<file path="src/rtl/axi_pkg.sv">
// Shared AXI4 encodings, line-master FSM states and line geometry helper.
package axi_pkg;

    typedef enum logic [2:0] {
        ST_IDLE,
        ST_RADDR,
        ST_RDATA,
        ST_WADDR,
        ST_WDATA,
        ST_WRESP,
        ST_DONE
    } state_e;

    localparam logic [1:0] BURST_INCR  = 2'b01;
    localparam logic [1:0] RESP_OKAY   = 2'b00;
    localparam logic [1:0] RESP_SLVERR = 2'b10;

    function automatic int LINE_BYTES(input int line_words, input int data_w);
        return line_words * data_w / 8;
    endfunction

endpackage

</file>
<file path="src/rtl/l2_axi_line_master.sv">
// Cache-line AXI4 master: one INCR burst per request, fill (AR/R) or writeback (AW/W/B).
// Handshakes: a beat moves on a rising edge where valid && ready; valids are registered and never depend on ready.
module l2_axi_line_master
    import axi_pkg::*;
#(
    parameter int ADDR_W     = 32,
    parameter int DATA_W     = 32,
    parameter int LINE_WORDS = 8
) (
    input  logic                         aclk,
    input  logic                         areset,

    input  logic                         req_valid,
    output logic                         req_ready,
    input  logic                         req_write,
    input  logic [ADDR_W-1:0]            req_addr,
    input  logic [LINE_WORDS*DATA_W-1:0] req_wdata,

    output logic                         rsp_valid,
    output logic [LINE_WORDS*DATA_W-1:0] rsp_rdata,
    output logic                         rsp_err,

    output logic [ADDR_W-1:0]            m_axi_awaddr,
    output logic [7:0]                   m_axi_awlen,
    output logic [2:0]                   m_axi_awsize,
    output logic [1:0]                   m_axi_awburst,
    output logic                         m_axi_awvalid,
    input  logic                         m_axi_awready,

    output logic [DATA_W-1:0]            m_axi_wdata,
    output logic [DATA_W/8-1:0]          m_axi_wstrb,
    output logic                         m_axi_wlast,
    output logic                         m_axi_wvalid,
    input  logic                         m_axi_wready,

    input  logic [1:0]                   m_axi_bresp,
    input  logic                         m_axi_bvalid,
    output logic                         m_axi_bready,

    output logic [ADDR_W-1:0]            m_axi_araddr,
    output logic [7:0]                   m_axi_arlen,
    output logic [2:0]                   m_axi_arsize,
    output logic [1:0]                   m_axi_arburst,
    output logic                         m_axi_arvalid,
    input  logic                         m_axi_arready,

    input  logic [DATA_W-1:0]            m_axi_rdata,
    input  logic [1:0]                   m_axi_rresp,
    input  logic                         m_axi_rlast,
    input  logic                         m_axi_rvalid,
    output logic                         m_axi_rready,

    output state_e                       dbg_state
);

    localparam int              CNT_W     = $clog2(LINE_WORDS);
    localparam logic [CNT_W-1:0] LAST_BEAT = CNT_W'(LINE_WORDS - 1);
    localparam logic [7:0]      AXLEN     = 8'(LINE_WORDS - 1);
    localparam logic [2:0]      AXSIZE    = 3'($clog2(DATA_W / 8));
    localparam logic [ADDR_W-1:0] OFF_MASK = ADDR_W'(LINE_BYTES(LINE_WORDS, DATA_W) - 1);

    state_e                       state_q;
    logic [CNT_W-1:0]             beat_q;
    logic                         err_q;
    logic [ADDR_W-1:0]            addr_q;
    logic [LINE_WORDS*DATA_W-1:0] line_q;
    logic                         req_ready_q;
    logic                         rsp_valid_q;
    logic                         rsp_err_q;
    logic                         arvalid_q;
    logic                         awvalid_q;
    logic                         wvalid_q;
    logic                         rready_q;
    logic                         bready_q;
    logic                         last_beat;

    assign last_beat = (beat_q == LAST_BEAT);

    // One line register serves as writeback source and fill destination,
    // so rsp_rdata is meaningless after a writeback.
    always_ff @(posedge aclk or posedge areset) begin
        if (areset) begin
            state_q     <= ST_IDLE;
            beat_q      <= '0;
            err_q       <= 1'b0;
            addr_q      <= '0;
            line_q      <= '0;
            req_ready_q <= 1'b0;
            rsp_valid_q <= 1'b0;
            rsp_err_q   <= 1'b0;
            arvalid_q   <= 1'b0;
            awvalid_q   <= 1'b0;
            wvalid_q    <= 1'b0;
            rready_q    <= 1'b0;
            bready_q    <= 1'b0;
        end else begin
            rsp_valid_q <= (state_q == ST_DONE);
            case (state_q)
                ST_IDLE: begin
                    req_ready_q <= 1'b1;
                    if (req_valid && req_ready_q) begin
                        req_ready_q <= 1'b0;
                        addr_q      <= req_addr & ~OFF_MASK;
                        line_q      <= req_wdata;
                        err_q       <= 1'b0;
                        beat_q      <= '0;
                        if (req_write) begin
                            awvalid_q <= 1'b1;
                            state_q   <= ST_WADDR;
                        end else begin
                            arvalid_q <= 1'b1;
                            state_q   <= ST_RADDR;
                        end
                    end
                end
                ST_RADDR: begin
                    if (m_axi_arready) begin
                        arvalid_q <= 1'b0;
                        rready_q  <= 1'b1;
                        state_q   <= ST_RDATA;
                    end
                end
                ST_RDATA: begin
                    if (m_axi_rvalid) begin
                        line_q[int'(beat_q)*DATA_W +: DATA_W] <= m_axi_rdata;
                        if (m_axi_rresp != RESP_OKAY || m_axi_rlast != last_beat) begin
                            err_q <= 1'b1;
                        end
                        // Beat count, not rlast, terminates the burst.
                        if (last_beat) begin
                            rready_q <= 1'b0;
                            state_q  <= ST_DONE;
                        end else begin
                            beat_q <= beat_q + 1'b1;
                        end
                    end
                end
                ST_WADDR: begin
                    if (m_axi_awready) begin
                        awvalid_q <= 1'b0;
                        wvalid_q  <= 1'b1;
                        state_q   <= ST_WDATA;
                    end
                end
                ST_WDATA: begin
                    if (m_axi_wready) begin
                        if (last_beat) begin
                            wvalid_q <= 1'b0;
                            bready_q <= 1'b1;
                            state_q  <= ST_WRESP;
                        end else begin
                            beat_q <= beat_q + 1'b1;
                        end
                    end
                end
                ST_WRESP: begin
                    if (m_axi_bvalid) begin
                        bready_q <= 1'b0;
                        if (m_axi_bresp != RESP_OKAY) begin
                            err_q <= 1'b1;
                        end
                        state_q <= ST_DONE;
                    end
                end
                ST_DONE: begin
                    rsp_err_q <= err_q;
                    state_q   <= ST_IDLE;
                end
                default: state_q <= ST_IDLE;
            endcase
        end
    end

    assign req_ready     = req_ready_q;
    assign rsp_valid     = rsp_valid_q;
    assign rsp_rdata     = line_q;
    assign rsp_err       = rsp_err_q;

    assign m_axi_awaddr  = addr_q;
    assign m_axi_awlen   = AXLEN;
    assign m_axi_awsize  = AXSIZE;
    assign m_axi_awburst = BURST_INCR;
    assign m_axi_awvalid = awvalid_q;

    assign m_axi_wdata   = line_q[int'(beat_q)*DATA_W +: DATA_W];
    assign m_axi_wstrb   = '1;
    assign m_axi_wlast   = wvalid_q && last_beat;
    assign m_axi_wvalid  = wvalid_q;

    assign m_axi_bready  = bready_q;

    assign m_axi_araddr  = addr_q;
    assign m_axi_arlen   = AXLEN;
    assign m_axi_arsize  = AXSIZE;
    assign m_axi_arburst = BURST_INCR;
    assign m_axi_arvalid = arvalid_q;

    assign m_axi_rready  = rready_q;

    assign dbg_state     = state_q;

endmodule

</file>
<file path="config.mk">
export PLATFORM = sky130hd
export DESIGN_NAME = l2_axi_line_master
export DESIGN_NICKNAME = d
export VERILOG_FILES = /design/src/rtl/axi_pkg.sv /design/src/rtl/l2_axi_line_master.sv
export SDC_FILE = /design/constraint.sdc
export NUM_CORES = 1
export LEC_CHECK = 0
export BUFFER_PORTS_ARGS = -buffer_cell sky130_fd_sc_hd__buf_2
export CAP_MARGIN = 10
export CORE_AREA = 2 2 285 287
export DETAILED_ROUTE_END_ITERATION = 7
export DIE_AREA = 0 0 287 289
export SLEW_MARGIN = 20
export SYNTH_ARGS = -nofsm -noshare
export SYNTH_HDL_FRONTEND = slang
export SYNTH_SLANG_ARGS = --single-unit
</file>
<file path="constraint.sdc">
create_clock -name aclk -period 11.72 [get_ports aclk]
set_clock_uncertainty 0.1 [all_clocks]
set_input_delay 0.586 -clock aclk [delete_from_list [all_inputs] [get_ports aclk]]
set_output_delay 0.586 -clock aclk [all_outputs]
set_load 0.01 [all_outputs]
</file>
# After elaboration in Yosys (flattened, before gate mapping)
# Index checks and enable logic that the tools add are counted.
[totals] regBits=298 inputBits=334 output_inout_bits=394 wordCells=107
[classes] n_eq_ne=20 mux=45 n_reduce_logical=24 addsub=2 shifts=3
[ops] op="256-bit two-way mux" count=2
[ops] op="256-bit case mux with 2 select lines" count=1
[ops] op="256-bit bitwise mux" count=1
[ops] op="32-bit by 33-bit variable shift with 256-bit output, first input constant" count=1
[ops] op="256-bit by 9-bit variable part select with 32-bit output" count=1
[ops] op="32-bit by 33-bit variable part select with 256-bit output" count=1
[ops] op="3-bit two-way mux" count=12
[ops] op="8-bit negator with 33-bit output" count=1
[ops] op="2-bit inequality test, second input constant" count=12
[ops] op="4-bit AND reduction" count=6
[ops] op="1-bit two-way mux" count=20
[ops] op="3-bit case mux with 6 select lines" count=1
[ops] op="2-bit nonzero test" count=8
[ops] op="3-bit == test, second input constant" count=4
[ops] op="1-bit case mux with 2 select lines" count=5
[ops] op="3-bit case mux with 3 select lines" count=1
[ops] op="8-bit AND reduction" count=1
[ops] op="3-bit by 2-bit == test with 1-bit output, second input constant" count=2
[ops] op="6-bit AND reduction" count=1
[ops] op="3-bit nonzero test" count=2
[ops] op="3-bit by 1-bit adder with 3-bit output, second input constant" count=1
[ops] op="3-bit by 1-bit == test with 1-bit output, second input constant" count=1
[ops] op="3-bit logical NOT" count=1
[ops] op="1-bit case mux with 3 select lines" count=1
[ops] op="6 further kinds" count=7

# Longest topological paths before layout
# Gate-level depths: netlist of the first run.
[logic_depth] depth_word=6 ltp_mapped=14 ltp_nobuf=7

# Worst setup path after synthesis of the first run
# OpenSTA, ideal clock, no wires.
[synth_timing] path_type="reg-to-reg" from="reg beat_q[0]" to="reg line_q[231] (netlist: rsp_rdata[231])" setup_ns=0.077 synth_period_minus_slack_ns=3.553 path_slack_ns=8.167 arrival_ns=3.376 t_required_ns=11.543 stages_incl_launch_ff=15 path_buffers=7 cell_sequence="dfrtp_1 buf_2 buf_2 buf_2 buf_1 clkbuf_1 inv_1 ha_1 ha_1 buf_2 or4b_4 a221oi_4 buf_2 nor2_1 a21oi_1"
[synth_between] elab_chain_cells=5 elab_cells_between_ends=6 cone_classes="1 x add/sub; 2 x shift; 3 x mux"
[synth_lines] element="start: declaration" line="l2_axi_line_master.sv:63" text="logic [CNT_W-1:0] beat_q;"
[synth_lines] element="start signal: assignment" line="l2_axi_line_master.sv:134" text="beat_q <= beat_q + 1'b1;"
[synth_lines] element="start signal: assignment" line="l2_axi_line_master.sv:152" text="beat_q <= beat_q + 1'b1;"
[synth_lines] element="8-bit negator with 33-bit output *" line="l2_axi_line_master.sv:125" text="line_q[int'(beat_q)*DATA_W +: DATA_W] <= m_axi_rdata;"
[synth_lines] element="32-bit by 33-bit variable part select with 256-bit output / 32-bit by 33-bit variable shift with 256-bit output (equally long branches)" line="l2_axi_line_master.sv:125"
[synth_lines] element="256-bit bitwise mux *" line="l2_axi_line_master.sv:125"
[synth_lines] element="256-bit two-way mux *" line="l2_axi_line_master.sv:124" text="if (m_axi_rvalid) begin"
[synth_lines] element="256-bit case mux with 2 select lines *" line="l2_axi_line_master.sv:98" text="case (state_q)"
[synth_lines] element="end signal: assignment" line="l2_axi_line_master.sv:104" text="line_q <= req_wdata;"
[synth_lines] element="end signal: indexed assignment" line="l2_axi_line_master.sv:125"
[synth_lines] element="end: declaration" line="l2_axi_line_master.sv:66" text="logic [LINE_WORDS*DATA_W-1:0] line_q;"
# Mark *: on every way between the ends. The rest lies on a longest branch, timed or not. The select of a mux whose other input is x is not followed.
# A chain may end at the register's enable or synchronous reset.

# Worst setup path after layout of the first run
[layout_timing] from="reg beat_q[0]" to="out m_axi_wdata[18]"
[layout_between] elab_chain_cells=1
[layout_lines] element="256-bit by 9-bit variable part select with 32-bit output" line="l2_axi_line_master.sv:185" text="assign m_axi_wdata = line_q[int'(beat_q)*DATA_W +: DATA_W];"
[layout_lines] element="end: declaration" line="l2_axi_line_master.sv:30" text="output logic [DATA_W-1:0] m_axi_wdata,"
# Every way passes these cells.

==> results.py, run 1 <==
metrics = {
    "logic_synthesis": {
        "synth_cells": 1442,
        "netlist_top_cells_area": "dfrtp_1 (45%), mux2_2 (12%), mux4_2 (8.7%)",
        "syn_area_um2": 16600,
        "ys_warn_count": 0,
        "synthMostInstantiatedCell": "dfrtp_1",
        "synth.avg_cell_area_um2": 11.5,
        "synth_edf_count": 0,
        "synth_cell_types": 47,
        "ys_seq_elements": 298,
        "synth_top_flop_cell": "dfrtp_1",
        "synth_top_area_share_pct": 45.0,
        "synth_top_area_cell": "dfrtp_1",
        "synth_common_cells": "dfrtp_1 (298), mux2_2 (172), nor2_1 (111)",
        "async_flop_share_pct": 100,
        "ys_seq_area_share_pct": 45.0,
    },
    "floorplan": {
        "initial_core_util_pct": 20.7,
        "core_um2": 79900,
        "rows": 104,
        "fp.dieW_um": 287,
        "ioPinCount": 728,
        "die_height_um": 289,
        "dieArea_um2": 82900,
    },
    "grt": {
        "grt_overflow": 0,
        "grt_use_total_pct": 17.6,
        "antenna_found_initial": 9,
        "grt_pass1_wl_um": 107000,
        "grt_max_degree": 133,
        "grt_pass1_vias": 15188,
    },
    "drt": {
        "viasPerCell": 4.99,
        "dr.pass1.iters": 5,
        "routedWlPerCell_um": 24.9,
        "drc_errors": 0,
        "ant_nets": 0,
        "routed_wl_um": 77000,
        "dr.first_iter.drc_count": 1096,
        "num_vias": 15399,
    },
    "clocking": {
        "ctsResizeCount": 0,
        "cts_buffers": 38,
        "cts_tree": "built",
        "clock_sinks": 298,
        "cts.clk_slew.worst_paths_ps": 60,
        "insertion_delay_ps": 550,
        "cts.htree.levels": 2,
        "cts.hold.buffers_added": 0,
        "clockBufferDepth": 3,
        "cts_root_buf": "clkbuf_16",
        "postCtsSetupRepairBufs": 0,
    },
    "critical_path": {
        "start_kind": "flop",
        "critPathCapture": "m_axi_wdata[18]",
        "path_cells": "buf_4 -> buf_4 -> mux4_2 -> nand2_1 -> nand2_1 -> buf_2",
        "setup.worst_path.end_class": "primary output",
        "crit_type": "reg -> out",
        "r2r_slack_ps": 7410,
        "path_max_fanout": 50,
        "critPathLaunch": "beat_q[0]$_DFFE_PP0P_",
        "r2r-end": "rsp_rdata[238]$_DFFE_PP0P_",
        "reg2regPathDepth": 9,
        "rr_startpoint": "beat_q[2]$_DFFE_PP0P_",
        "critPathRequiredTime_ps": 11030,
        "critPathMaxStageDelay_ps": 740,
        "arrival_ps": 3850,
        "slowest_stage": "dfrtp_4",
    },
    "run_status": {
        "status": "finished clean",
    },
    "flow_run": {
        "maxCapViolCount": 0,
    },
    "placement": {
        "io_buffers": 682,
        "post-dp-hpwl_um": 54100,
        "routabilityCongestion": 0.814,
        "placedCellCount": 3016,
    },
    "pwr": {
        "vdd_drop_max_uv": 137,
        "power_density_nw_per_um2": 321,
        "p_leak_uw": 0.00993,
    },
    "sta": {
        "fmax_mhz": 221,
        "grt_setup_unrepaired": "false",
        "maxSlewHeadroom_pct": 26.1,
        "fin_setup_tns_ps": 0,
        "period_share_pct": 38.7,
        "finalSetupViolations": 0,
        "post-route-min-period_ps": 4530,
        "tightest_slew_ps": 1110,
        "slew_violations": 0,
        "hold_violations": 0,
        "whs_ps": 89.4,
    },
    "final_layout": {
        "nNetsFinal": 2335,
        "area_growth_pct": 31.9,
        "seqCellArea_um2": 7470,
        "multiInputGateArea_um2": 8100,
        "instances_no_fill": 3089,
        "nFillCells": 8539,
        "drive_gt1_share_pct": 51.5,
    },
    "worst_hold_path": {
        "hp-class": "in -> async",
    },
}
worst max-delay path, delay by kind of cell (launching register included):
family | cells | cell delay (ps)
muxes | 1 | 600
buffers and inverters | 3 | 1470
and+or+nand+nor | 2 | 280
DFF | 1 | 740
cell usage in the layout, fill, tap and decap left out, types with 3 or more instances in the layout:
master	netlist	routed
a31oi_1	3	3
inv_1	5	3
mux2_1	18	18
a22o_1	66	66
nand2_2	0	3
a32o_1	96	96
buf_4	75	32
diode_2	0	5
a221oi_4	1	3
nor3_4	0	3
mux4_2	64	64
mux2_2	172	172
a32oi_1	96	96
nand2_1	107	104
o41ai_1	3	3
ha_1	5	5
clkbuf_8	0	11
nor2_4	0	5
buf_2	49	682
clkbuf_16	0	39
clkinvlp_4	0	4
nand2b_1	5	4
nor2_1	111	105
clkinv_2	0	5
nor2b_1	3	3
clkbuf_1	101	8
o21ai_0	6	6
a21oi_1	102	102
dfrtp_1	298	295
conb_1	2	40
o31ai_1	3	3
report_power, final:
group          internal [uW]  switching (uW)  total (uW)
clock network            680             490        1170
registers               1550             476        2020
logic                   1610            2210        3820
layout make-up:
class                   count  share of cell area, %
multi-input cells         936                   37.1
flip-flops and latches    298                   34.2
repair buffers            717                   16.9
well taps                1060                   6.07
clock buffers              58                   5.30
clock inverters            10                  0.292
inverters                   5                  0.120
diodes                      5                 0.0573
through the flow:
stage / worst slack [ps] / cell area (um^2) / utilization, % / power (uW)
floorplan: 2800 / 16700 / - / 4260
global placement: 7430 / 20600 / 25.8 / 5810
detailed placement: 7430 / 20600 / 25.8 / 5870
CTS: 7160 / 21800 / 27.3 / 7070
global route: 6980 / 21800 / 27.3 / 7430
finish: 7190 / 21900 / 27.4 / 7020
state kept, by name, summed over array words and instances (netlist names):
signal,count
m_axi_rready,1
m_axi_araddr,27
err_q,1
beat_q,3
m_axi_arvalid,1
m_axi_awvalid,1
rsp_rdata,256
rsp_err,1
req_ready,1
dbg_state,3
rsp_valid,1
m_axi_wvalid,1
m_axi_bready,1
layer usage:
layer	wire [um]	up-vias	GRT usage, %
li1	-	6541	-
met1	30900	7836	22.1
met2	37000	841	29.0
met3	6100	171	4.12
met4	2970	10	7.16
met5	55	-	0
worst min path at each step:
stage	depth (start not counted)	endpoint
after floorplan	1	rsp_err$_DFFE_PP0P_
after global placement	1	m_axi_rready$_DFFE_PP0P_
after detailed placement	1	rsp_err$_DFFE_PP0P_
after CTS	2	rsp_rdata[162]$_DFFE_PP0P_
after global routing	2	rsp_rdata[70]$_DFFE_PP0P_
final	2	rsp_rdata[39]$_DFFE_PP0P_
cell families after synthesis:
logic type      share of synthesized area, %
flops                                   45.0
simple gates                            6.44
xor+xnor                              0.0529
compound gates                          18.8
mux                                     21.7
fa+ha+maj                              0.377
buf+inv                                 7.64
other cells                           0.0453
No activity file was read; power rests on OpenSTA's default activity.
==> run 2, diff against run 1 <==
--- a/config.mk
+++ b/config.mk
@@ -5,11 +5,12 @@
 export SDC_FILE = /design/constraint.sdc
 export NUM_CORES = 1
 export LEC_CHECK = 0
+export ABC_AREA = 1
 export BUFFER_PORTS_ARGS = -buffer_cell sky130_fd_sc_hd__buf_2
 export CAP_MARGIN = 10
-export CORE_AREA = 2 2 285 287
+export CORE_AREA = 2 2 280 282
 export DETAILED_ROUTE_END_ITERATION = 7
-export DIE_AREA = 0 0 287 289
+export DIE_AREA = 0 0 282 284
 export SLEW_MARGIN = 20
 export SYNTH_ARGS = -nofsm -noshare
 export SYNTH_HDL_FRONTEND = slang
==> constraint.sdc (replaced) <==
create_clock -name aclk -period 4.6 [get_ports aclk]
set_clock_uncertainty 0.1 [all_clocks]
set_input_delay 0.23 -clock aclk [delete_from_list [all_inputs] [get_ports aclk]]
set_output_delay 0.23 -clock aclk [all_outputs]
set_load 0.01 [all_outputs]
==> run 2 against run 1 <==
Net effect:
- utilization grew 8.2 points
- design area rose by 25%
- worst hold slack got worse by 71 ps
- routed wire length up 67%
- largest cell class unchanged
==> results.py, run 2 <==
metrics = {
    "pwr": {
        "combinationalPowerShare_pct": 56.2,
        "p_leak_uw": 0.0145,
        "swShare_pct": 53.3,
        "pwr-share-clk_pct": 17.8,
        "vdd_drop_max_uv": 500,
        "power_density_nw_per_um2": 737,
        "intPower_uw": 9400,
        "power_frac_seq_pct": 26.0,
        "p_sw_uw": 10800,
        "total_power_uw": 20200,
    },
    "logic_synthesis": {
        "synth_top_family_by_area": "simple AND/OR/NAND/NOR gates",
        "synth.avg_cell_area_um2": 6.53,
        "synth_compound_area_share_pct": 12.3,
        "synthMostInstantiatedCell": "nand2_1",
        "syn_area_um2": 18800,
        "synth_top_area_cell": "dfrtp_1",
        "ys_seq_elements": 298,
        "async_flop_share_pct": 100,
        "synth_top_flop_cell": "dfrtp_1",
        "ys_seq_area_share_pct": 39.7,
        "synthAdderAreaFrac_pct": 0.333,
        "synthSimpleGateAreaFrac_pct": 37.6,
        "netlist_top_cells_area": "dfrtp_1 (40%), nand2_1 (25%), o21ai_0 (9.0%)",
        "synth_cell_types": 30,
        "synth_edf_count": 0,
        "synth_mux_area_share_pct": 0.0599,
        "ys_warn_count": 0,
        "synth_top_area_share_pct": 39.7,
        "synth-xor-area-share_pct": 0,
        "synth_cells": 2876,
        "synth_common_cells": "nand2_1 (1255), o21ai_0 (338), dfrtp_1 (298)",
    },
    "drt": {
        "dr.first_iter.drc_count": 2721,
        "routed_wl_um": 129000,
        "num_vias": 23724,
        "routedWlPerCell_um": 26.9,
        "dr.pass1.iters": 5,
        "drc_errors": 0,
        "viasPerCell": 4.95,
        "ant_nets": 0,
    },
    "final_layout": {
        "nFillCells": 8429,
        "drive_gt1_share_pct": 22.8,
        "final_cell_mix": "nand2_1 (1254), buf_2 (682), o21ai_0 (338)",
        "nNetsFinal": 4054,
        "seqCellArea_um2": 7460,
        "layout_commonest_cell": "nand2_1",
        "largest_reg_flops": 256,
        "area_growth_pct": 45.5,
        "multiInputGateArea_um2": 9630,
    },
    "sta": {
        "post-route-min-period_ps": 3830,
        "hold_violations": 0,
        "period_share_pct": 83.3,
        "slew_violations": 0,
        "finalSetupViolations": 0,
        "fin_setup_tns_ps": 0,
        "whs_ps": 18.7,
        "grt_setup_unrepaired": "false",
        "maxSlewHeadroom_pct": 25.1,
        "tightest_slew_ps": 1120,
        "fin_ws_ps": 767,
        "fmax_mhz": 261,
    },
    "clocking": {
        "cts_root_buf": "clkbuf_16",
        "cts_buffers": 41,
        "clockBufferDepth": 3,
        "cts_tree": "built",
        "insertion_delay_ps": 570,
        "cts.clk_slew.worst_paths_ps": 60,
        "postCtsSetupRepairBufs": 0,
        "clock_sinks": 298,
        "cts.htree.levels": 2,
        "ctsResizeCount": 0,
    },
    "critical_path": {
        "slowest_stage": "dlygate4sd3_1",
        "start_kind": "flop",
        "path_cells": "inv_2 -> ha_2 -> inv_2 -> buf_4 -> nand3_1 -> nor2_2 -> buf_4 -> nand3_1 -> nand2_1 -> dlygate4sd3_1 -> nand2_1 -> nand2_1",
        "reg2regPathDepth": 12,
        "crit_type": "reg -> reg",
        "path_max_fanout": 36,
        "critPathRequiredTime_ps": 5010,
        "critPathMaxStageDelay_ps": 560,
        "critPathLaunch": "beat_q[2]$_DFFE_PP0P_",
        "path_common_cell": "nand2_1",
        "r2r-end": "rsp_rdata[24]$_DFFE_PP0P_",
        "rr_startpoint": "beat_q[2]$_DFFE_PP0P_",
        "r2r_slack_ps": 770,
        "critPathCapture": "rsp_rdata[24]$_DFFE_PP0P_",
        "setup.worst_path.end_class": "flop",
        "arrival_ps": 4240,
    },
    "floorplan": {
        "die_height_um": 284,
        "rows": 102,
        "ioPinCount": 728,
        "initial_core_util_pct": 24.4,
        "dieArea_um2": 80100,
        "core_um2": 77000,
        "fp.dieW_um": 282,
    },
    "grt": {
        "grt_pass1_vias": 22495,
        "antenna_found_initial": 18,
        "grt_pass1_wl_um": 174000,
        "grt_overflow": 0,
        "grt_max_degree": 165,
        "grt_use_total_pct": 31.0,
    },
    "placement": {
        "routabilityCongestion": 0.994,
        "io_buffers": 682,
        "post-dp-hpwl_um": 97800,
        "place_ws_ps": 1310,
    },
    "worst_hold_path": {
        "hp-class": "in -> reg",
        "holdPathStages": 5,
        "min_from": "m_axi_rdata[1]",
    },
    "run_status": {
        "status": "finished clean",
    },
    "flow_run": {
        "maxCapViolCount": 0,
    },
}
run 2: cell count changes in the layout (fill, tap and decap cells not counted), moves of 96 or more:
cell	previous run	this run
mux2_2	172	1
nand2_1	104	1254
a32o_1	96	0
o21ai_0	6	338
a32oi_1	96	0
nor2_1	105	211
nand4_1	0	99
dlygate4sd3_1	0	295
nand3_1	2	174
run 2: worst max-delay path: cells and delay by family, from the launching register on:
kind                     cells  cell delay (ps)
buffers and inverters        5             2000
AND/OR/NAND/NOR              6              700
adder cells (fa/ha/maj)      1              520
flip-flops                   1              380
run 2: per-stage QoR:
stage | area, um^2 | utilization, % | cells
after CTS | 27300 | 35.5 | 4787
final | 27300 | 35.5 | 4797
after global routing | 27300 | 35.5 | 4794
after global placement | 22900 | 29.7 | 4417
after floorplan | 18900 | - | 2914
after detailed placement | 22900 | 29.7 | 4417
run 2: what timing repair did:
item	in CTS	in global routing
hold endpoints to repair	522	0
hold buffers	295	0
endpoints found under the setup margin	0	0
run 2: kinds of logic after synthesis:
group | count (synthesis)
and+or+nand+nor | 1749
DFF | 298
buffers and inverters | 382
muxes | 1
adders and majority gates | 5
other | 2
AOI/OAI and AO/OA | 439
run 2: per-layer routing:
layer / routed length [um] / track usage [%]
met1: 50900 / 38.3
met5: 86 / 0
met2: 59200 / 50.0
met3: 10200 / 6.28
met4: 8590 / 17.6
run 2: cell type report:
class / count / share of cell area (%)
timing repair buffer: 1044 / 25.8
tap: 1040 / 4.76
inverter: 96 / 1.35
clock inverter: 13 / 0.796
clock buffer: 62 / 4.70
antenna: 10 / 0.0915
multi-input combinational: 2234 / 35.2
sequential: 298 / 27.3
run 2: worst min path at each step:
stage                                         to  slack, ps
floorplan           m_axi_araddr[10]$_DFFE_PP0P_        240
global placement    m_axi_araddr[21]$_DFFE_PP0P_        320
detailed placement  m_axi_araddr[26]$_DFFE_PP0P_        330
CTS                     rsp_rdata[1]$_DFFE_PP0P_          1
global route            rsp_rdata[1]$_DFFE_PP0P_         20
finish                  rsp_rdata[1]$_DFFE_PP0P_         20
run 2: power by group through the flow:
stage	logic (uW)	clock network, uW	registers [uW]
3_3_place_gp	10800	0	5230
3_5_place_dp	10900	0	5220
5_1_grt	12200	3740	5320
2_1_floorplan	5800	0	5120
4_1_cts	11200	3640	5200
6_report	11300	3580	5240
